## config.mk

```make
export PLATFORM = sky130hd
export DESIGN_NAME = apb_command_requester
export DESIGN_NICKNAME = d
export VERILOG_FILES = /design/src/rtl/apb_command_requester.sv
export SDC_FILE = /design/constraint.sdc
export NUM_CORES = 1
export LEC_CHECK = 0
export ABC_AREA = 1
export CAP_MARGIN = 15
export CORE_MARGIN = 3
export CORE_UTILIZATION = 53
export CTS_CLUSTER_SIZE = 10
export DETAILED_ROUTE_END_ITERATION = 7
export DONT_BUFFER_PORTS = 1
export PLACE_DENSITY_LB_ADDON = 0.15
export SLEW_MARGIN = 20
export SYNTH_ARGS = -nofsm -noshare
export SYNTH_HDL_FRONTEND = slang
export SYNTH_SLANG_ARGS = --single-unit
export TNS_END_PERCENT = 50
```

## constraint.sdc

```tcl
create_clock -name clk -period 1.72 [get_ports clk]
set_input_delay 0.172 -clock clk [delete_from_list [all_inputs] [get_ports clk]]
set_output_delay 0.172 -clock clk [all_outputs]
set_load 0.1 [all_outputs]
```

## src/rtl/apb_command_requester.sv

```systemverilog
// apb_command_requester
//   Single-outstanding APB requester. A valid/ready command is turned into
//   one APB SETUP + ACCESS transaction. Completion produces a one-cycle
//   response pulse carrying read data and error status. A watchdog aborts
//   an ACCESS phase that never sees pready.
//
// Ports
//   clk, rst          clock (also APB pclk), synchronous active-high reset
//   cmd_*             command stream (valid/ready, write, addr, wdata, strb)
//   resp_*            response pulse (valid, rdata, err, timeout)
//   apb_*             APB requester interface
module apb_command_requester #(
  parameter int ADDR_WIDTH = 32,
  parameter int DATA_WIDTH = 32,
  parameter int TIMEOUT    = 256
) (
  input  logic                    clk,
  input  logic                    rst,
  input  logic                    cmd_valid,
  output logic                    cmd_ready,
  input  logic                    cmd_write,
  input  logic [ADDR_WIDTH-1:0]   cmd_addr,
  input  logic [DATA_WIDTH-1:0]   cmd_wdata,
  input  logic [DATA_WIDTH/8-1:0] cmd_strb,
  output logic                    resp_valid,
  output logic [DATA_WIDTH-1:0]   resp_rdata,
  output logic                    resp_err,
  output logic                    resp_timeout,
  output logic                    apb_psel,
  output logic                    apb_penable,
  output logic                    apb_pwrite,
  output logic [ADDR_WIDTH-1:0]   apb_paddr,
  output logic [DATA_WIDTH-1:0]   apb_pwdata,
  output logic [DATA_WIDTH/8-1:0] apb_pstrb,
  input  logic                    apb_pready,
  input  logic [DATA_WIDTH-1:0]   apb_prdata,
  input  logic                    apb_pslverr
);

  localparam int STRB_W = DATA_WIDTH / 8;
  // Width of $clog2(TIMEOUT+1); kept at least 1 so the disabled case elaborates.
  localparam int CNT_W  = (TIMEOUT > 0) ? $clog2(TIMEOUT + 1) : 1;

  generate
    if (DATA_WIDTH != 32) begin : g_bad_width
      $error("apb_command_requester: DATA_WIDTH must be 32");
    end
  endgenerate

  typedef enum logic [1:0] {IDLE, SETUP, ACCESS} state_e;

  state_e                  state_q, state_d;
  logic                    psel_q, psel_d;
  logic                    penable_q, penable_d;
  logic                    pwrite_q, pwrite_d;
  logic [ADDR_WIDTH-1:0]   paddr_q, paddr_d;
  logic [DATA_WIDTH-1:0]   pwdata_q, pwdata_d;
  logic [STRB_W-1:0]       pstrb_q, pstrb_d;
  logic [CNT_W-1:0]        cnt_q, cnt_d;
  logic                    rvld_q, rvld_d;
  logic [DATA_WIDTH-1:0]   rdata_q, rdata_d;
  logic                    rerr_q, rerr_d;
  logic                    rto_q, rto_d;
  logic                    wd_expire;

  // Watchdog fires on the last permitted ACCESS cycle (counter == TIMEOUT-1),
  // so ACCESS lasts at most TIMEOUT cycles. pready takes priority below.
  generate
    if (TIMEOUT > 0) begin : g_wd
      assign wd_expire = (cnt_q == CNT_W'(TIMEOUT - 1));
    end else begin : g_no_wd
      assign wd_expire = 1'b0;
    end
  endgenerate

  always_comb begin
    state_d   = state_q;
    psel_d    = psel_q;
    penable_d = penable_q;
    pwrite_d  = pwrite_q;
    paddr_d   = paddr_q;
    pwdata_d  = pwdata_q;
    pstrb_d   = pstrb_q;
    cnt_d     = cnt_q;
    rvld_d    = 1'b0;
    rdata_d   = rdata_q;
    rerr_d    = rerr_q;
    rto_d     = rto_q;
    case (state_q)
      IDLE: begin
        if (cmd_valid) begin
          psel_d    = 1'b1;
          penable_d = 1'b0;
          pwrite_d  = cmd_write;
          paddr_d   = cmd_addr;
          pwdata_d  = cmd_wdata;
          pstrb_d   = cmd_write ? cmd_strb : '0;
          state_d   = SETUP;
        end
      end
      SETUP: begin
        penable_d = 1'b1;
        cnt_d     = '0;
        state_d   = ACCESS;
      end
      ACCESS: begin
        if (apb_pready) begin
          rvld_d    = 1'b1;
          rdata_d   = pwrite_q ? '0 : apb_prdata;
          rerr_d    = apb_pslverr;
          rto_d     = 1'b0;
          psel_d    = 1'b0;
          penable_d = 1'b0;
          state_d   = IDLE;
        end else if (wd_expire) begin
          rvld_d    = 1'b1;
          rdata_d   = '0;
          rerr_d    = 1'b1;
          rto_d     = 1'b1;
          psel_d    = 1'b0;
          penable_d = 1'b0;
          state_d   = IDLE;
        end else begin
          cnt_d = cnt_q + CNT_W'(1);
        end
      end
      default: begin
        psel_d    = 1'b0;
        penable_d = 1'b0;
        state_d   = IDLE;
      end
    endcase
  end

  always_ff @(posedge clk) begin
    if (rst) begin
      state_q   <= IDLE;
      psel_q    <= 1'b0;
      penable_q <= 1'b0;
      pwrite_q  <= 1'b0;
      paddr_q   <= '0;
      pwdata_q  <= '0;
      pstrb_q   <= '0;
      cnt_q     <= '0;
      rvld_q    <= 1'b0;
      rdata_q   <= '0;
      rerr_q    <= 1'b0;
      rto_q     <= 1'b0;
    end else begin
      state_q   <= state_d;
      psel_q    <= psel_d;
      penable_q <= penable_d;
      pwrite_q  <= pwrite_d;
      paddr_q   <= paddr_d;
      pwdata_q  <= pwdata_d;
      pstrb_q   <= pstrb_d;
      cnt_q     <= cnt_d;
      rvld_q    <= rvld_d;
      rdata_q   <= rdata_d;
      rerr_q    <= rerr_d;
      rto_q     <= rto_d;
    end
  end

  // Ready is a plain IDLE decode, masked while reset is asserted.
  assign cmd_ready    = (state_q == IDLE) && !rst;
  assign resp_valid   = rvld_q;
  assign resp_rdata   = rdata_q;
  assign resp_err     = rerr_q;
  assign resp_timeout = rto_q;
  assign apb_psel     = psel_q;
  assign apb_penable  = penable_q;
  assign apb_pwrite   = pwrite_q;
  assign apb_paddr    = paddr_q;
  assign apb_pwdata   = pwdata_q;
  assign apb_pstrb    = pstrb_q;

endmodule
```

-- Word level (Yosys, flattened, before mapping)
Index checks and enable logic that the tools add are counted.
- muxes and demuxes: 22
- add/sub/neg operators: 1
- reductions and logical operators: 11
- bitwise gates (word level): 2
- equality and inequality tests: 7
- operator list (cell ; count):
    $mux W32 ; 3
    $mux W9 ; 2
    $pmux W9 S2 ; 1
    $add A9 B1 Y9 const B ; 1
    $eq A9 B8 Y1 const B ; 1
    $mux W1 ; 9
    $mux W2 ; 3
    $ne A2 B2 Y1 const B ; 3
    $pmux W1 S3 ; 2
    $pmux W2 S3 ; 1
    $reduce_and A2 Y1 ; 3
    $reduce_and A3 Y1 ; 2
    $mux W4 ; 1
    $reduce_bool A2 Y1 ; 2
    $ne A3 B3 Y1 const B ; 1
    $eq A2 B1 Y1 const B ; 1
    $eq A2 B2 Y1 const B ; 1
    $logic_not A2 Y1 ; 1
    $not A1 Y1 ; 2
    $reduce_or A2 Y1 ; 1
    $logic_and A1 B1 Y1 ; 1
    $logic_not A1 Y1 ; 1
- output and inout bits: 107
- input bits: 106
- bits in registers: 117

-- Longest topological paths before layout
Gate-level depths: netlist (run 1).
- depth after elaboration: 4
- depth in mapped cells: 11
- mapped depth without buffers: 11

-- Least setup slack after synthesis (run 1)
Ideal clock, no wire load.
- path kind: reg-to-output
- start: register state_q[1]
- end: output port cmd_ready
- data arrival time: 2219 ps
- data required time: 1548 ps
- setup slack: -671 ps
- cell stages (with the launch flop): 4
- cells stage by stage: dfxtp_1 > inv_2 > nand2_1 > nor2_1
- cells in the longest elaborated chain, start to end: 2
- RTL lines (item ; line ; text):
    from (decl) ; 52 ; state_e state_q, state_d;
    from (signal assigned) ; 150 ; state_q <= state_d;
    $logic_not A2 Y1 ; 166 ; assign cmd_ready = (state_q == IDLE) && !rst;
    $logic_and A1 B1 Y1 ; 166 ;
    to (decl) ; 20 ; output logic cmd_ready,
No other way between the ends.

-- Final worst setup path (run 1)
- start: register cnt_q[1]
- end: register rdata_q[0], in the netlist resp_rdata[0]
- cells in the longest elaborated chain, start to end: 3
- RTL lines (item ; line ; text):
    from (decl) ; 59 ; logic [CNT_W-1:0] cnt_q, cnt_d;
    from (signal assigned) ; 157 ; cnt_q <= cnt_d;
    $eq A9 B8 Y1 ; 70 ; assign wd_expire = (cnt_q == CNT_W'(TIMEOUT - 1));
    $reduce_bool A2 Y1 (no source line) ; - ;
    $reduce_and A2 Y1 (no source line) ; - ;
    to (signal assigned) ; 159 ; rdata_q <= rdata_d;
    to (decl) ; 61 ; logic [DATA_WIDTH-1:0] rdata_q, rdata_d;
No other way between the ends.
A chain may end at the register's enable or synchronous reset.

==> results of run 1 <==
## synthesized netlist by cell type (8+ instances only)
library cell	n
inv_1	11
o21ai_1	30
dfxtp_1	116
o21ai_0	71
nor2_1	137
nand3_1	40
nor2_2	11
clkbuf_1	12
buf_2	9
nand2_1	58
a21oi_1	15
buf_6	8
## critical path, stage by stage (launching register included)
cell and delay (ns):
dfxtp_2 0.36, ha_4 0.15, nand2_4 0.05, nor3b_2 0.17
ha_2 0.24, nor2_4 0.05, nor2_4 0.18, nand2_4 0.14
clkbuf_16 0.20, o21ai_4 0.15
## layout make-up
| type | instances | area, um^2 | share of cell area, % |
|---|---|---|---|
| clock inverter | 9 | 174 | 2.43 |
| timing repair buffer | 237 | 2140 | 29.8 |
| clock buffer | 23 | 467 | 6.52 |
| tap | 102 | 128 | 1.78 |
| inverter | 17 | 68.8 | 0.961 |
| antenna | 1 | 2.50 | 0.0349 |
| sequential | 116 | 2330 | 32.5 |
| multi-input combinational | 372 | 1860 | 25.9 |
## cell usage in the layout (no fill, tap or decap), drive strengths merged
master | synthesis | final
o21ai | 101 | 101
dfxtp | 116 | 116
or2 | 1 | 1
dlygate4sd3 | 0 | 106
a22oi | 1 | 1
diode | 0 | 1
a21oi | 15 | 15
nor3b | 1 | 1
nor2 | 149 | 149
clkbuf | 12 | 25
clkinv | 0 | 4
inv | 17 | 17
buf | 23 | 129
bufinv | 0 | 5
ha | 2 | 2
nand3 | 41 | 41
nand2 | 61 | 61
## per-stage QoR
| step | setup WS (ns) | utilization, % |
|---|---|---|
| floorplan | 0.0662 | - |
| global placement | -0.0703 | 66.1 |
| detailed placement | -0.160 | 66.1 |
| CTS | 0.0123 | 87.3 |
| global route | -0.113 | 91.7 |
| finish | -0.0566 | 91.7 |
## kinds of logic (layout without fill, tap and decap cells)
kind of cell	count (synthesis)	in the layout
simple gates	253	253
compound gates	117	117
flops	116	116
buf+inv	52	286
fa+ha+maj	2	2
other cells	0	1
## worst max path at each step
stage | cells past startpoint | to | slack (ns) | startpoint
finish | 9 | resp_rdata[0] | -0.06 | cnt_q[1]
global route | 9 | resp_rdata[12] | -0.11 | cnt_q[1]
CTS | 9 | resp_rdata[31] | 0.01 | cnt_q[1]
detailed placement | 9 | resp_rdata[22] | -0.16 | cnt_q[0]
global placement | 9 | resp_rdata[5] | -0.07 | cnt_q[0]
floorplan | 10 | resp_rdata[10] | 0.07 | cnt_q[0]
## power by group through the flow
stage | Clock, W | Combinational [W] | Sequential, W
after global routing | 0.00395 | 0.00226 | 0.00292
after global placement | 0 | 0.00186 | 0.00295
after detailed placement | 0 | 0.00188 | 0.00295
final | 0.00382 | 0.00218 | 0.00291
after CTS | 0.00379 | 0.00207 | 0.00290
after floorplan | 0 | 0.000406 | 0.00409
## registers in the layout, summed over array words and instances (netlist names)
register / flops
apb_paddr: 32
apb_psel: 1
apb_pstrb: 4
apb_pwdata: 32
apb_pwrite: 1
cnt_q: 9
resp_err: 1
resp_rdata: 32
resp_timeout: 1
resp_valid: 1
state_q: 2
## metal layers
layer / share of wire, % / wire [um]
met1: 34 / 5910
met5: 0 / 0
met4: 5.4 / 958
met2: 52 / 9150
met3: 8.9 / 1570
## repair_timing
item / CTS / global route
hold buffers: 100 / 6
buffers inserted: 0 / 5
hold endpoints to repair: 111 / 8
setup endpoints to repair: 33 / 46
gates cloned: 0 / 4
resized for setup: 4 / 50
pin swaps: 2 / 8
==> metrics.txt, run 1 <==
# TYPE chip_impl_metric gauge
chip_impl_info{name="result_of_the_run",value="finished, violations left"} 1
chip_impl_info{name="violations_in_the_final_reports",value="negative setup slack"} 1
chip_impl_metric{name="place.gp.congestion",unit=""} 0.816
chip_impl_info{name="tritoncts_clock_tree",value="done"} 1
chip_impl_metric{name="grt_util_met2",unit="%"} 58.1
chip_impl_info{name="critical_path_class",value="register to register"} 1
chip_impl_metric{name="syn-cell-area",unit="um^2"} 4290
chip_impl_metric{name="grt_start_max_net_pins",unit=""} 55
chip_impl_metric{name="n_fill_cell",unit=""} 293
chip_impl_metric{name="die_width",unit="um"} 96.0
chip_impl_metric{name="crit_required",unit="ns"} 2.16
chip_impl_metric{name="i_o_buffers",unit=""} 0
chip_impl_metric{name="vertical_die_dimension",unit="um"} 96.0
chip_impl_metric{name="global_route.overflow_total",unit=""} 0
chip_impl_metric{name="number_of_rows_created_at_floorplan",unit=""} 32
chip_impl_info{name="hp-class",value="primary input to register"} 1
chip_impl_metric{name="clockBufferDepth",unit=""} 2
chip_impl_metric{name="slew_headroom",unit="%"} 70.0
chip_impl_metric{name="seq_power_share",unit="%"} 32.7
chip_impl_metric{name="xor_xnor_cell_area_share_of_the_yosys_netlist",unit="%"} 0
chip_impl_metric{name="synthMuxAreaShare",unit="%"} 0
chip_impl_metric{name="hold-path-cell-count",unit=""} 4
chip_impl_metric{name="global_route.usage.met1",unit="%"} 32.0
chip_impl_metric{name="synth-compound-area-share",unit="%"} 13.7
chip_impl_info{name="clockRootBuffer",value="clkbuf_8"} 1
chip_impl_metric{name="fin_nets",unit=""} 869
chip_impl_metric{name="post_route_cells_drive_above_1_share",unit="%"} 29.2
chip_impl_metric{name="wire_length_of_the_first_global_routing_pass",unit="um"} 22200
chip_impl_info{name="combinational_family_with_the_most_area_after_synthesis",value="simple AND/OR/NAND/NOR gates"} 1
chip_impl_metric{name="arrival",unit="ns"} 2.21
chip_impl_metric{name="globalRouteMet3Util",unit="%"} 10.1
chip_impl_metric{name="design.core.area",unit="um^2"} 7810
chip_impl_metric{name="initial_standard_cell_utilization_of_the_core",unit="%"} 55.0
chip_impl_metric{name="power.density_cell_area",unit="nW/um^2"} 1250
chip_impl_metric{name="postSynthNetCount",unit=""} 648
chip_impl_metric{name="yosys_warnings",unit=""} 0
chip_impl_metric{name="vias",unit=""} 4933
chip_impl_metric{name="gate_count_after_technology_mapping",unit=""} 540
chip_impl_metric{name="drtIter0Drc",unit=""} 304
chip_impl_metric{name="design.portCount",unit=""} 213
chip_impl_metric{name="yosys.area_share.simple",unit="%"} 24.8
chip_impl_metric{name="clock.fmax",unit="MHz"} 563
chip_impl_metric{name="clkSlewWorstSetupHoldPaths",unit="ns"} 0.06
chip_impl_metric{name="dpl.cell_count",unit=""} 729
chip_impl_metric{name="regToRegSetupSlack",unit="ns"} -0.06
chip_impl_metric{name="yosys.cell_types.count",unit=""} 23
chip_impl_metric{name="total_leakage_power",unit="nW"} 3.16
chip_impl_metric{name="crit_fanout",unit=""} 8
chip_impl_info{name="end_kind",value="register"} 1
chip_impl_metric{name="final_cell_area",unit="um^2"} 7160
chip_impl_metric{name="swShare",unit="%"} 33.0
chip_impl_metric{name="power_frac_clock",unit="%"} 42.9
chip_impl_metric{name="fin_ws",unit="ns"} -0.0566
chip_impl_metric{name="vdd_ir_drop_max",unit="mV"} 1.03
chip_impl_metric{name="number_of_sinks_on_the_clock_net",unit=""} 116
chip_impl_metric{name="power.total",unit="W"} 0.00892
chip_impl_info{name="synth_top_area_cell",value="dfxtp_1"} 1
chip_impl_metric{name="hold_slack",unit="ns"} 0.0787
chip_impl_metric{name="vias_in_the_first_global_route",unit=""} 4628
chip_impl_metric{name="power.share.combinational",unit="%"} 24.4
chip_impl_metric{name="maxSlewViolCount",unit=""} 0
chip_impl_metric{name="grt.total_usage",unit="%"} 31.7
chip_impl_metric{name="p_sw",unit="W"} 0.00294
chip_impl_metric{name="number_of_maximum_capacitance_violations",unit=""} 0
chip_impl_metric{name="remaining_antenna_violation_count_after_routing",unit=""} 0
chip_impl_metric{name="r2r_cells",unit=""} 9
chip_impl_metric{name="number_of_flip_flops_and_latches_in_the_synthesized_netlist",unit=""} 116
chip_impl_info{name="postSynth.topFlopCell",value="dfxtp_1"} 1
chip_impl_metric{name="post-dp-hpwl",unit="um"} 7990
chip_impl_metric{name="yosysTopAreaCellShare",unit="%"} 54.1
chip_impl_info{name="grt_setup_unrepaired",value="true"} 1
chip_impl_info{name="crit_reg_reg_startpoint",value="cnt_q[1]"} 1
chip_impl_metric{name="areaGrowthSynthToFinish",unit="%"} 66.9
chip_impl_info{name="grt_busiest_layer",value="met2"} 1
chip_impl_metric{name="finClkSkew",unit="ns"} 0.0100
chip_impl_metric{name="cts_max_level",unit=""} 4
chip_impl_metric{name="firstDrtPassIters",unit=""} 5
chip_impl_metric{name="count_of_flip_flops_with_a_built_in_enable_after_synthesis",unit=""} 0
chip_impl_metric{name="synth-seq-area-share",unit="%"} 54.1
chip_impl_metric{name="grt_antenna_before_repair",unit=""} 0
chip_impl_metric{name="finalSetupTns",unit="ns"} -0.206
chip_impl_metric{name="report.final.setup_viol",unit=""} 8
chip_impl_metric{name="timing_worst_slew_pin_value",unit="ns"} 0.448
chip_impl_metric{name="finish.cell_count_without_fillers",unit=""} 877
chip_impl_info{name="r2r-end",value="resp_rdata[0]"} 1
chip_impl_info{name="hold-path-endpoint",value="apb_pwdata[31]"} 1
chip_impl_metric{name="dpl_cell_area",unit="um^2"} 5160
chip_impl_info{name="post_synth_main_area_contributors",value="dfxtp_1, nor2_1, o21ai_0"} 1
chip_impl_metric{name="intPower",unit="W"} 0.00597
chip_impl_metric{name="drc_errors",unit=""} 0
chip_impl_metric{name="routed_wl",unit="um"} 17600
chip_impl_metric{name="detail_route.wl_per_cell",unit="um"} 20.1
chip_impl_metric{name="timing.final.hold_violations",unit=""} 0
chip_impl_metric{name="fp.dieArea",unit="um^2"} 9210
chip_impl_metric{name="synthAdderAreaFrac",unit="%"} 0.583
chip_impl_metric{name="worstSkewPairLatency",unit="ns"} 0.51
chip_impl_metric{name="layout_min_cycle_time",unit="ns"} 1.78
chip_impl_metric{name="cts_inserted_buffers",unit=""} 17
chip_impl_metric{name="vias_per_cell",unit=""} 5.62
chip_impl_info{name="worst_setup_path_start_kind",value="register"} 1
chip_impl_metric{name="final_min_period_over_clock_period",unit="%"} 103
chip_impl_metric{name="ys_async_sr_fraction",unit="%"} 0
chip_impl_info{name="beginning_of_the_worst_hold_path",value="rst"} 1
chip_impl_metric{name="synthesis.area_per_instance",unit="um^2"} 7.95
Power figures use the tool's default switching activity.
==> run 2: changes to the inputs <==
- CORE_UTILIZATION: 53 -> 62
- HOLD_SLACK_MARGIN: unset -> 0.08
- clock period: 1.72 -> 1.9 ns (I/O delays scaled with it)
==> run 2 against run 1 <==
The flow now stops in clock tree synthesis. Synthesized cell count did not move. Area after synthesis is the same.
==> metrics.txt, run 2 <==
# TYPE chip_impl_metric gauge
chip_impl_metric{name="initial_standard_cell_utilization_of_the_core",unit="%"} 65.7
chip_impl_metric{name="postCtsHoldBufs",unit=""} 105
chip_impl_info{name="yosys-top-cells-count",value="nor2_1, dfxtp_1, o21ai_0, nand2_1, nand3_1"} 1
chip_impl_metric{name="yosys.cell_types.count",unit=""} 23
chip_impl_metric{name="yosys.area_share.simple",unit="%"} 24.8
chip_impl_info{name="combinational_family_with_the_most_area_after_synthesis",value="simple AND/OR/NAND/NOR gates"} 1
chip_impl_metric{name="vertical_die_dimension",unit="um"} 89.2
chip_impl_metric{name="ys_async_sr_fraction",unit="%"} 0
chip_impl_info{name="synth_most_common_cell",value="nor2_1"} 1
chip_impl_metric{name="synth-compound-area-share",unit="%"} 13.7
chip_impl_metric{name="number_of_rows_created_at_floorplan",unit=""} 29
chip_impl_info{name="post_synth_main_area_contributors",value="dfxtp_1, nor2_1, o21ai_0"} 1
chip_impl_metric{name="number_of_flip_flops_and_latches_in_the_synthesized_netlist",unit=""} 116
chip_impl_info{name="postSynth.topFlopCell",value="dfxtp_1"} 1
chip_impl_metric{name="yosys_warnings",unit=""} 0
chip_impl_metric{name="number_of_sinks_on_the_clock_net",unit=""} 116
chip_impl_metric{name="gate_count_after_technology_mapping",unit=""} 540
chip_impl_metric{name="synthesis.area_per_instance",unit="um^2"} 7.95
chip_impl_info{name="clockRootBuffer",value="clkbuf_8"} 1
chip_impl_metric{name="count_of_flip_flops_with_a_built_in_enable_after_synthesis",unit=""} 0
chip_impl_metric{name="place.gp.congestion",unit=""} 0.842
chip_impl_metric{name="clockBufferDepth",unit=""} 2
chip_impl_info{name="synth_top_area_cell",value="dfxtp_1"} 1
chip_impl_metric{name="synth-seq-area-share",unit="%"} 54.1
chip_impl_metric{name="cts_max_level",unit=""} 4
chip_impl_info{name="result_of_the_run",value="did not finish"} 1
chip_impl_info{name="tool.error",value="[ERROR DPL-0038] Utilization greater than 100%, impossible to legalize"} 1
chip_impl_metric{name="yosysTopAreaCellShare",unit="%"} 54.1
chip_impl_metric{name="i_o_buffers",unit=""} 0
chip_impl_metric{name="cts_repair_resize_count",unit=""} 4
chip_impl_metric{name="synthMuxAreaShare",unit="%"} 0
chip_impl_metric{name="synthAdderAreaFrac",unit="%"} 0.583
chip_impl_metric{name="cts_inserted_buffers",unit=""} 17
chip_impl_metric{name="die_width",unit="um"} 89.2
chip_impl_metric{name="cts_setup_buffers",unit=""} 0
chip_impl_metric{name="xor_xnor_cell_area_share_of_the_yosys_netlist",unit="%"} 0
chip_impl_info{name="haltStage",value="clock tree synthesis"} 1
chip_impl_metric{name="postSynthNetCount",unit=""} 648
chip_impl_metric{name="design.portCount",unit=""} 213
chip_impl_metric{name="post-dp-hpwl",unit="um"} 8300
chip_impl_metric{name="syn-cell-area",unit="um^2"} 4290
## run 2: cell counts after synthesis
No cell type changed its count.
## run 2: cells by family after synthesis
kind of cell,count (synthesis)
flip-flops,116
AO/OA/AOI/OAI,117
adder cells (fa/ha/maj),2
buffers and inverters,52
AND/OR/NAND/NOR,253
## run 2: metrics by stage
step	instance area, um^2	cells	setup slack, ns	util (%)
2_1_floorplan	4300	540	0.0934	-
3_3_place_gp	5090	698	0.146	77.9
3_5_place_dp	5090	698	0.0154	77.9
==> run 3: changes to the inputs <==
- CORE_UTILIZATION: 62 -> 40
- CTS_CLUSTER_SIZE: 10 -> unset
- HOLD_SLACK_MARGIN: 0.08 -> unset
==> run 3 against run 2 <==
The flow now finishes without violations.
==> metrics.txt, run 3 (synthesized netlist as in run 1, its figures left out) <==
# TYPE chip_impl_metric gauge
chip_impl_metric{name="grt.total_usage",unit="%"} 21.6
chip_impl_info{name="end_kind",value="register"} 1
chip_impl_metric{name="finalSetupTns",unit="ns"} 0
chip_impl_metric{name="crit_fanout",unit=""} 20
chip_impl_metric{name="num_antenna_cells",unit=""} 0
chip_impl_metric{name="initial_standard_cell_utilization_of_the_core",unit="%"} 41.4
chip_impl_info{name="cells_along_the_critical_path",value="ha_2, nand2_1, nor3b_2, ha_2, nor2_2, nor2_4, inv_2, buf_12, nand3_1, o21ai_1"} 1
chip_impl_metric{name="clockBufferDepth",unit=""} 2
chip_impl_info{name="clockRootBuffer",value="clkbuf_8"} 1
chip_impl_metric{name="seqCellArea",unit="um^2"} 2320
chip_impl_metric{name="fp.dieArea",unit="um^2"} 12000
chip_impl_metric{name="fin_nets",unit=""} 852
chip_impl_metric{name="regToRegSetupSlack",unit="ns"} 0.12
chip_impl_info{name="timing.critical_path.mode_cell",value="ha_2"} 1
chip_impl_metric{name="n_fill_cell",unit=""} 832
chip_impl_metric{name="timing_worst_slew_pin_value",unit="ns"} 0.494
chip_impl_info{name="critical_path_class",value="register to register"} 1
chip_impl_info{name="crit_reg_reg_startpoint",value="cnt_q[0]"} 1
chip_impl_metric{name="number_of_rows_created_at_floorplan",unit=""} 37
chip_impl_info{name="worst_setup_path_start_kind",value="register"} 1
chip_impl_metric{name="number_of_sinks_on_the_clock_net",unit=""} 116
chip_impl_metric{name="report.final.setup_viol",unit=""} 0
chip_impl_metric{name="die_width",unit="um"} 110
chip_impl_info{name="beginning_of_the_worst_hold_path",value="rst"} 1
chip_impl_metric{name="power.density_cell_area",unit="nW/um^2"} 1140
chip_impl_metric{name="maxSlewViolCount",unit=""} 0
chip_impl_info{name="mostFrequentLayoutCell",value="nor2_1"} 1
chip_impl_metric{name="fin_ws",unit="ns"} 0.116
chip_impl_metric{name="cts_max_level",unit=""} 4
chip_impl_metric{name="crit_required",unit="ns"} 2.29
chip_impl_info{name="cp_slowest_cell",value="dfxtp_2"} 1
chip_impl_metric{name="cts_setup_buffers",unit=""} 0
chip_impl_metric{name="grt_start_max_net_pins",unit=""} 43
chip_impl_metric{name="place.gp.congestion",unit=""} 0.793
chip_impl_metric{name="post_route_cells_drive_above_1_share",unit="%"} 23.1
chip_impl_metric{name="finClkSkew",unit="ns"} 0.0108
chip_impl_metric{name="grt_antenna_before_repair",unit=""} 0
chip_impl_metric{name="vias_per_cell",unit=""} 4.94
chip_impl_metric{name="drc_errors",unit=""} 0
chip_impl_metric{name="number_of_maximum_capacitance_violations",unit=""} 0
chip_impl_metric{name="critical_path_buf_inv_count",unit=""} 2
chip_impl_metric{name="drtIter0Drc",unit=""} 264
chip_impl_metric{name="finish.cell_count_without_fillers",unit=""} 892
chip_impl_metric{name="crit_path_max_incr_delay",unit="ns"} 0.34
chip_impl_metric{name="vias_in_the_first_global_route",unit=""} 4406
chip_impl_metric{name="vias",unit=""} 4403
chip_impl_metric{name="post-dp-hpwl",unit="um"} 8300
chip_impl_metric{name="remaining_antenna_violation_count_after_routing",unit=""} 0
chip_impl_metric{name="vdd_ir_drop_max",unit="mV"} 0.595
chip_impl_metric{name="hold_slack",unit="ns"} 0.105
chip_impl_info{name="layout.cells.most_common_list",value="nor2_1, dfxtp_1, buf_4"} 1
chip_impl_metric{name="power.total",unit="W"} 0.00782
chip_impl_metric{name="clkSlewWorstSetupHoldPaths",unit="ns"} 0.06
chip_impl_metric{name="global_route.overflow_total",unit=""} 0
chip_impl_metric{name="timing.final.hold_violations",unit=""} 0
chip_impl_metric{name="design.portCount",unit=""} 213
chip_impl_metric{name="routed_wl",unit="um"} 13400
chip_impl_metric{name="total_leakage_power",unit="nW"} 2.97
chip_impl_metric{name="arrival",unit="ns"} 2.17
chip_impl_info{name="result_of_the_run",value="completed"} 1
chip_impl_metric{name="slew_headroom",unit="%"} 67.0
chip_impl_metric{name="clock.fmax",unit="MHz"} 561
chip_impl_info{name="hp-class",value="primary input to register"} 1
chip_impl_metric{name="hold-path-cell-count",unit=""} 3
chip_impl_metric{name="layout_min_cycle_time",unit="ns"} 1.78
chip_impl_info{name="tritoncts_clock_tree",value="done"} 1
chip_impl_metric{name="r2r_cells",unit=""} 10
chip_impl_metric{name="detail_route.wl_per_cell",unit="um"} 15.1
chip_impl_metric{name="placement.setup.worst_slack",unit="ns"} 0.0477
chip_impl_info{name="hold-path-endpoint",value="resp_rdata[17]"} 1
chip_impl_metric{name="cts_inserted_buffers",unit=""} 17
chip_impl_info{name="r2r-end",value="resp_rdata[24]"} 1
chip_impl_metric{name="final_min_period_over_clock_period",unit="%"} 93.9
chip_impl_metric{name="i_o_buffers",unit=""} 0
chip_impl_metric{name="worstSkewPairLatency",unit="ns"} 0.51
chip_impl_metric{name="design.core.area",unit="um^2"} 10400
chip_impl_info{name="crit_family",value="simple AND/OR/NAND/NOR gates"} 1
chip_impl_metric{name="areaGrowthSynthToFinish",unit="%"} 60.6
chip_impl_metric{name="vertical_die_dimension",unit="um"} 110
chip_impl_metric{name="firstDrtPassIters",unit=""} 5
chip_impl_metric{name="dpl.cell_count",unit=""} 757
chip_impl_metric{name="wire_length_of_the_first_global_routing_pass",unit="um"} 20100
chip_impl_metric{name="multi_input_logic_area",unit="um^2"} 1700
## run 3: how the worst max path moves through the flow
stage	start	to	slack (ns)	cells after the start
finish	cnt_q[0]	resp_rdata[24]	0.12	10
global route	cnt_q[3]	resp_rdata[3]	-0.02	11
CTS	cnt_q[0]	resp_rdata[0]	0.002	9
detailed placement	cnt_q[0]	resp_rdata[0]	0.05	9
global placement	cnt_q[0]	resp_rdata[6]	0.17	10
floorplan	state_q[1]	apb_paddr[10]	0.09	7
## run 3: cell type report
class | instances | share of cell area, %
Sequential cell | 116 | 33.7
Timing Repair Buffer | 220 | 29.2
Multi-Input combinational cell | 372 | 24.6
Clock buffer | 22 | 6.87
Tap cell | 136 | 2.47
Clock inverter | 9 | 2.18
Inverter | 17 | 0.926
## run 3: timing repair
action	CTS	global route
hold buffers	104	0
endpoints found under the setup margin	0	41
resized for setup	0	7
hold endpoints to repair	111	0
## run 3: routing by layer
metal	global-route usage (%)	up-vias	routed length [um]	share of wire, %
li1	-	2167	-	-
met1	21.8	2028	5020	37
met2	40.5	172	7080	53
met3	5.93	36	934	6.9
met4	10.2	0	410	3.0
met5	0	-	0	0
## run 3: worst min-delay path: cells and delay by family
| kind | cells | cell delay (ns) |
|---|---|---|
| buffers and inverters | 1 | 0.17 |
| and+or+nand+nor | 1 | 0.15 |
| AOI/OAI and AO/OA | 1 | 0.05 |
## run 3: stage by stage
stage,utilization (%),area (um^2)
after floorplan,-,4300
after global placement,50.2,5210
after detailed placement,50.2,5210
after CTS,66.3,6870
after global routing,66.4,6890
final,66.4,6890
## run 3: where the power goes
group          internal, W  leakage, nW  total (W)  switching (W)
Combinational     0.000465         1.72    0.00191        0.00144
Clock              0.00225        0.303    0.00329        0.00104
Sequential         0.00258        0.952    0.00262      0.0000465
Total              0.00529         2.97    0.00782        0.00253
==> RTL edit 1: new RTL, flow settings as in run 3 <==
Set the parameter `TIMEOUT` to 512 (it was 256).
--- a/src/rtl/apb_command_requester.sv
+++ b/src/rtl/apb_command_requester.sv
@@ -13,5 +13,5 @@
   parameter int ADDR_WIDTH = 32,
   parameter int DATA_WIDTH = 32,
-  parameter int TIMEOUT    = 256
+  parameter int TIMEOUT    = 512
 ) (
   input  logic                    clk,
Behaviour: same outputs for any inputs over 10 cycles, from zero or initial values and one cycle with rst high; that may be too few to reach the edited logic, so the function may still have changed.
==> RTL edit 1 against run 3 <==
  * Worst hold slack lost 20 ps
  * Largest power group unchanged
  * Total power grew 0.59%
  * Synthesized area increased by 1.0%
  * Sequential cell count is 1 higher
  * Final area up 1.4%
  * Utilization rose by 0.64 points
  * Wire length increased by 5.5%
  * Setup slack worse by 19 ps
==> RTL edit 1: results (changes against run 3) <==
Global route
  • Vias in the first global route: 4352 (-1.2%)
  • Global-route wire length before repair: 20.9 mm (+3.6%)
  • Largest net degree at the start of global routing: 61 (+42%)
  • Grt met1 use: 25.4% (+3.6 points)
  • GRT met2 Usage: 37.0% (-3.5 points)
  • GR Layer Usage met3: 8.56% (+2.6 points)

Setup path
  • Crit path largest cell delay: 390 ps (+50 ps)
  • Slowest-stage cell, CP: dfxtp_1
  • Critical path data arrival time: 2260 ps (+90 ps)
  • Worst-path maximum fanout: 17 (-15%)

Placed design
  • GPL Wtd Cong: 0.852 (+7.4%)
  • Placed wire-length estimate: 8.54 mm (+2.9%)
  • Inst Count DP: 778 (+2.8%)

Final layout
  • Buffering overhead: 28.4% (-0.84 points)
  • #MultiIn Comb: 389 (+4.6%)
  • Count of non-CTS buffers in the layout: 221 (+0.45%)
  • Non-Filler Instances: 917 (+2.8%)
  • Fraction of area in registers: 33.5% (-0.20 points)
  • Layout cell share with drive strength beyond 1: 20.9% (-2.3 points)
  • Multi-input logic area: 1780 um2 (+5.0%)
  • ClkCell Share: 8.99% (-0.055 points)
  • Logic inverters: 22 (+5)

Drt
  • Routed wl met3: 1.44 mm (+54%)
  • Starting DRT DRC Count: 399 (+51%)
  • Pre-Repair DR Iteration Count: 7 (+2)
  • Met2 WL: 7.01 mm (-0.97%)
  • Met1 wire length: 5.49 mm (+9.3%)

Power and ir drop
  • Worst VDD drop: 0.000633 V (+6.4%)

Logic synthesis
  • Sequential fraction of the synthesis area: 54.0% (-0.10 points)
  • Synthesized flop and latch total: 117 (+0.86%)
  • Post-synthesis area per instance: 7.71 um2 (-2.9%)
  • Unique masters post-synth: 24 (+4.3%)
  • Synth top cells by count: nor2_1, dfxtp_1, nand3_1
  • Top cells by area, synth: dfxtp_1, nor2_1, nand3_1

STA
  • Worst-case clock skew: 7.27 ps (-3.56 ps)

Outcome
  • Outcome: finished, final reports clean

Clock network
  • Cts hold-fix bufs: 106 (+1.9%)
-- RTL edit 1: metrics by stage --
step           worst slack, ps  instance area, um2
4_1_cts                   17.3                6950
6_report                  97.4                6990
5_1_grt                  0.284                6990
3_3_place_gp               209                5260
3_5_place_dp               149                5260
2_1_floorplan              183                4340
-- RTL edit 1: path summary, 6_finish.rpt --
| path | depth (start not counted) | to | from | slack (ps) |
|---|---|---|---|---|
| worst max-delay path | 9 | resp_rdata[20] | cnt_q[0] | 100 |
| worst min-delay path | 3 | resp_rdata[19] | rst | 80 |
| worst max register to register | 9 | resp_rdata[20] | cnt_q[0] | 100 |
| worst min register to register | 2 | resp_err | resp_err | 470 |
-- RTL edit 1: power by group --
| group | internal (W) | switching, W |
|---|---|---|
| Sequential | 0.00260 | 0.0000460 |
| Clock | 0.00219 | 0.00118 |
| Combinational | 0.000433 | 0.00142 |
| Total | 0.00522 | 0.00265 |
-- RTL edit 1: worst min-delay path, delay by kind of cell --
kind,cells,cell delay (ps)
buffers and inverters,1,160
and+or+nand+nor,2,200
==> RTL edit 2: new RTL, settings of run 3 <==
Made on the original files. Take the reset off `paddr_q`, `pwdata_q` and `rdata_q` and load them in a clocked block of their own.
--- a/src/rtl/apb_command_requester.sv
+++ b/src/rtl/apb_command_requester.sv
@@ -139,10 +139,7 @@
       penable_q <= 1'b0;
       pwrite_q  <= 1'b0;
-      paddr_q   <= '0;
-      pwdata_q  <= '0;
       pstrb_q   <= '0;
       cnt_q     <= '0;
       rvld_q    <= 1'b0;
-      rdata_q   <= '0;
       rerr_q    <= 1'b0;
       rto_q     <= 1'b0;
@@ -152,13 +149,16 @@
       penable_q <= penable_d;
       pwrite_q  <= pwrite_d;
-      paddr_q   <= paddr_d;
-      pwdata_q  <= pwdata_d;
       pstrb_q   <= pstrb_d;
       cnt_q     <= cnt_d;
       rvld_q    <= rvld_d;
-      rdata_q   <= rdata_d;
       rerr_q    <= rerr_d;
       rto_q     <= rto_d;
     end
+  end
+
+  always_ff @(posedge clk) begin
+    paddr_q  <= paddr_d;
+    pwdata_q <= pwdata_d;
+    rdata_q  <= rdata_d;
   end
 
Formal check against the unedited RTL: not equivalent (a bounded check fails within 4 cycles, from zero or initial values and one cycle with rst high).
==> RTL edit 2 against run 3 <==
  * Worst hold slack improved by 220 ps
  * Sequential power is 12% higher
  * Wire length is 19% lower
  * Fmax hardly changed
  * Synthesized area is 6.3% lower
  * Global-route usage shrank 2.2 points
  * Non-clock buffer count up 6
  * Setup slack got worse by 1.2 ps
  * Sequential cell count did not move
  * Total power fell by 5.8%
  * Final area is 1.6% lower
  * First-iteration DRC count shrank 45%
  * Critical endpoint is now cmd_ready
==> RTL edit 2: results (changes against run 3) <==
Worst hold path
  • Hold path depth: 1 (-2)
  • Hold path start: cmd_wdata[8]
  • WHS Endpoint: apb_pwdata[8]

Logic synthesis
  • Synth top cells by count: edfxtp_1, nor2_1, inv_1
  • Post-synth top flop: edfxtp_1
  • Top cells by area, synth: edfxtp_1, dfxtp_1, nor2_1
  • Synth Net Count: 394 (-39%)
  • Post-synth EDFFs: 96 (+96)

Setup path
  • Worst reg-to-reg path cell count: 11 (+1)
  • Critical path data arrival time: 1600 ps (-570 ps)
  • R2R Path End: cnt_q[8]
  • Worst setup path endpoint: cmd_ready
  • Worst-path maximum fanout: 4 (-80%)
  • Crit path from: state_q[1]

STA
  • Worst-case clock skew: 6.96 ps (-3.87 ps)
  • Fmax: 0.560 GHz (about the same)
  • Worst slew pin tran: 563 ps (+69.4 ps)

Placed design
  • Placed wire-length estimate: 7.20 mm (-13%)
  • GPL Wtd Cong: 0.796 (+0.37%)
  • Pre-CTS setup slack: 158 ps (+110 ps)

Global route
  • Largest net degree at the start of global routing: 32 (-26%)
  • Gr usage total: 19.3% (-2.2 points)
  • Vias in the first global route: 3126 (-29%)

Final layout
  • Count of non-CTS buffers in the layout: 226 (+2.7%)
  • ClkCell Share: 8.53% (-0.52 points)
  • Nets: 634 (-26%)
  • Reg area: 3290 um2 (+41%)
  • Seq cells: 116 (unchanged)
  • Clock buffer count: 17 (-23%)
  • Multi-input logic area: 569 um2 (-66%)
  • Buffering overhead: 29.4% (+0.22 points)

Power and ir drop
  • Worst VDD drop: 0.000624 V (+4.8%)
  • Leakage power: 2.80 nW (-5.7%)

Drt
  • Pre-Repair DR Iteration Count: 4 (-1)
  • Routed WL: 10.9 mm (-19%)
  • Starting DRT DRC Count: 145 (-45%)

Outcome
  • Outcome: finished, final reports clean
## RTL edit 2: logic make-up after synthesis
family / count (synthesis) / share of synthesized area [%]
adders and majority gates: 2 / 0.623
buffers and inverters: 53 / 5.04
and+or+nand+nor: 96 / 10.1
AOI/OAI and AO/OA: 19 / 2.58
DFF: 116 / 81.7
## RTL edit 2: report_power, final
group | total, W | leakage [nW] | internal, W | switching (W)
Sequential | 0.00294 | 1.07 | 0.00290 | 0.0000403
Clock | 0.00303 | 0.271 | 0.00198 | 0.00106
Combinational | 0.00139 | 1.46 | 0.000344 | 0.00105
## RTL edit 2: per-layer routing
layer  share of wire, %  vias up  global-route usage [%]  wire length [um]
met4                2.0        0                    7.22               213
li1                   -     1429                       -                 -
met3                7.4       20                    6.86               808
met2                 56      145                    36.3              6060
met5                  0        -                       0                 0
met1                 35     1422                    19.4              3800
## RTL edit 2: critical path, cell delays in order, from the launching register on
cell	delay (ps)
dfxtp_2	340
buf_4	250
nor3_4	200
buf_4	310
## RTL edit 2: repair_timing
item                                   4_1_cts  5_1_grt
resized for setup                            0        2
endpoints found under the hold margin      116        0
setup endpoints to repair                    0        8
setup buffers                                0        2
hold buffers                               109        0
## RTL edit 2: stage by stage
step                      power [W]  instances  instance area (um2)  hold WS (ps)  utilization (%)
after CTS                   0.00742        665                 6760           290             71.1
after floorplan             0.00394        286                 4060           259                -
final                       0.00736        667                 6780           323             71.3
after global placement      0.00417        525                 5090           255             53.5
after global routing        0.00760        667                 6780           298             71.3
after detailed placement    0.00418        525                 5090           257             53.5
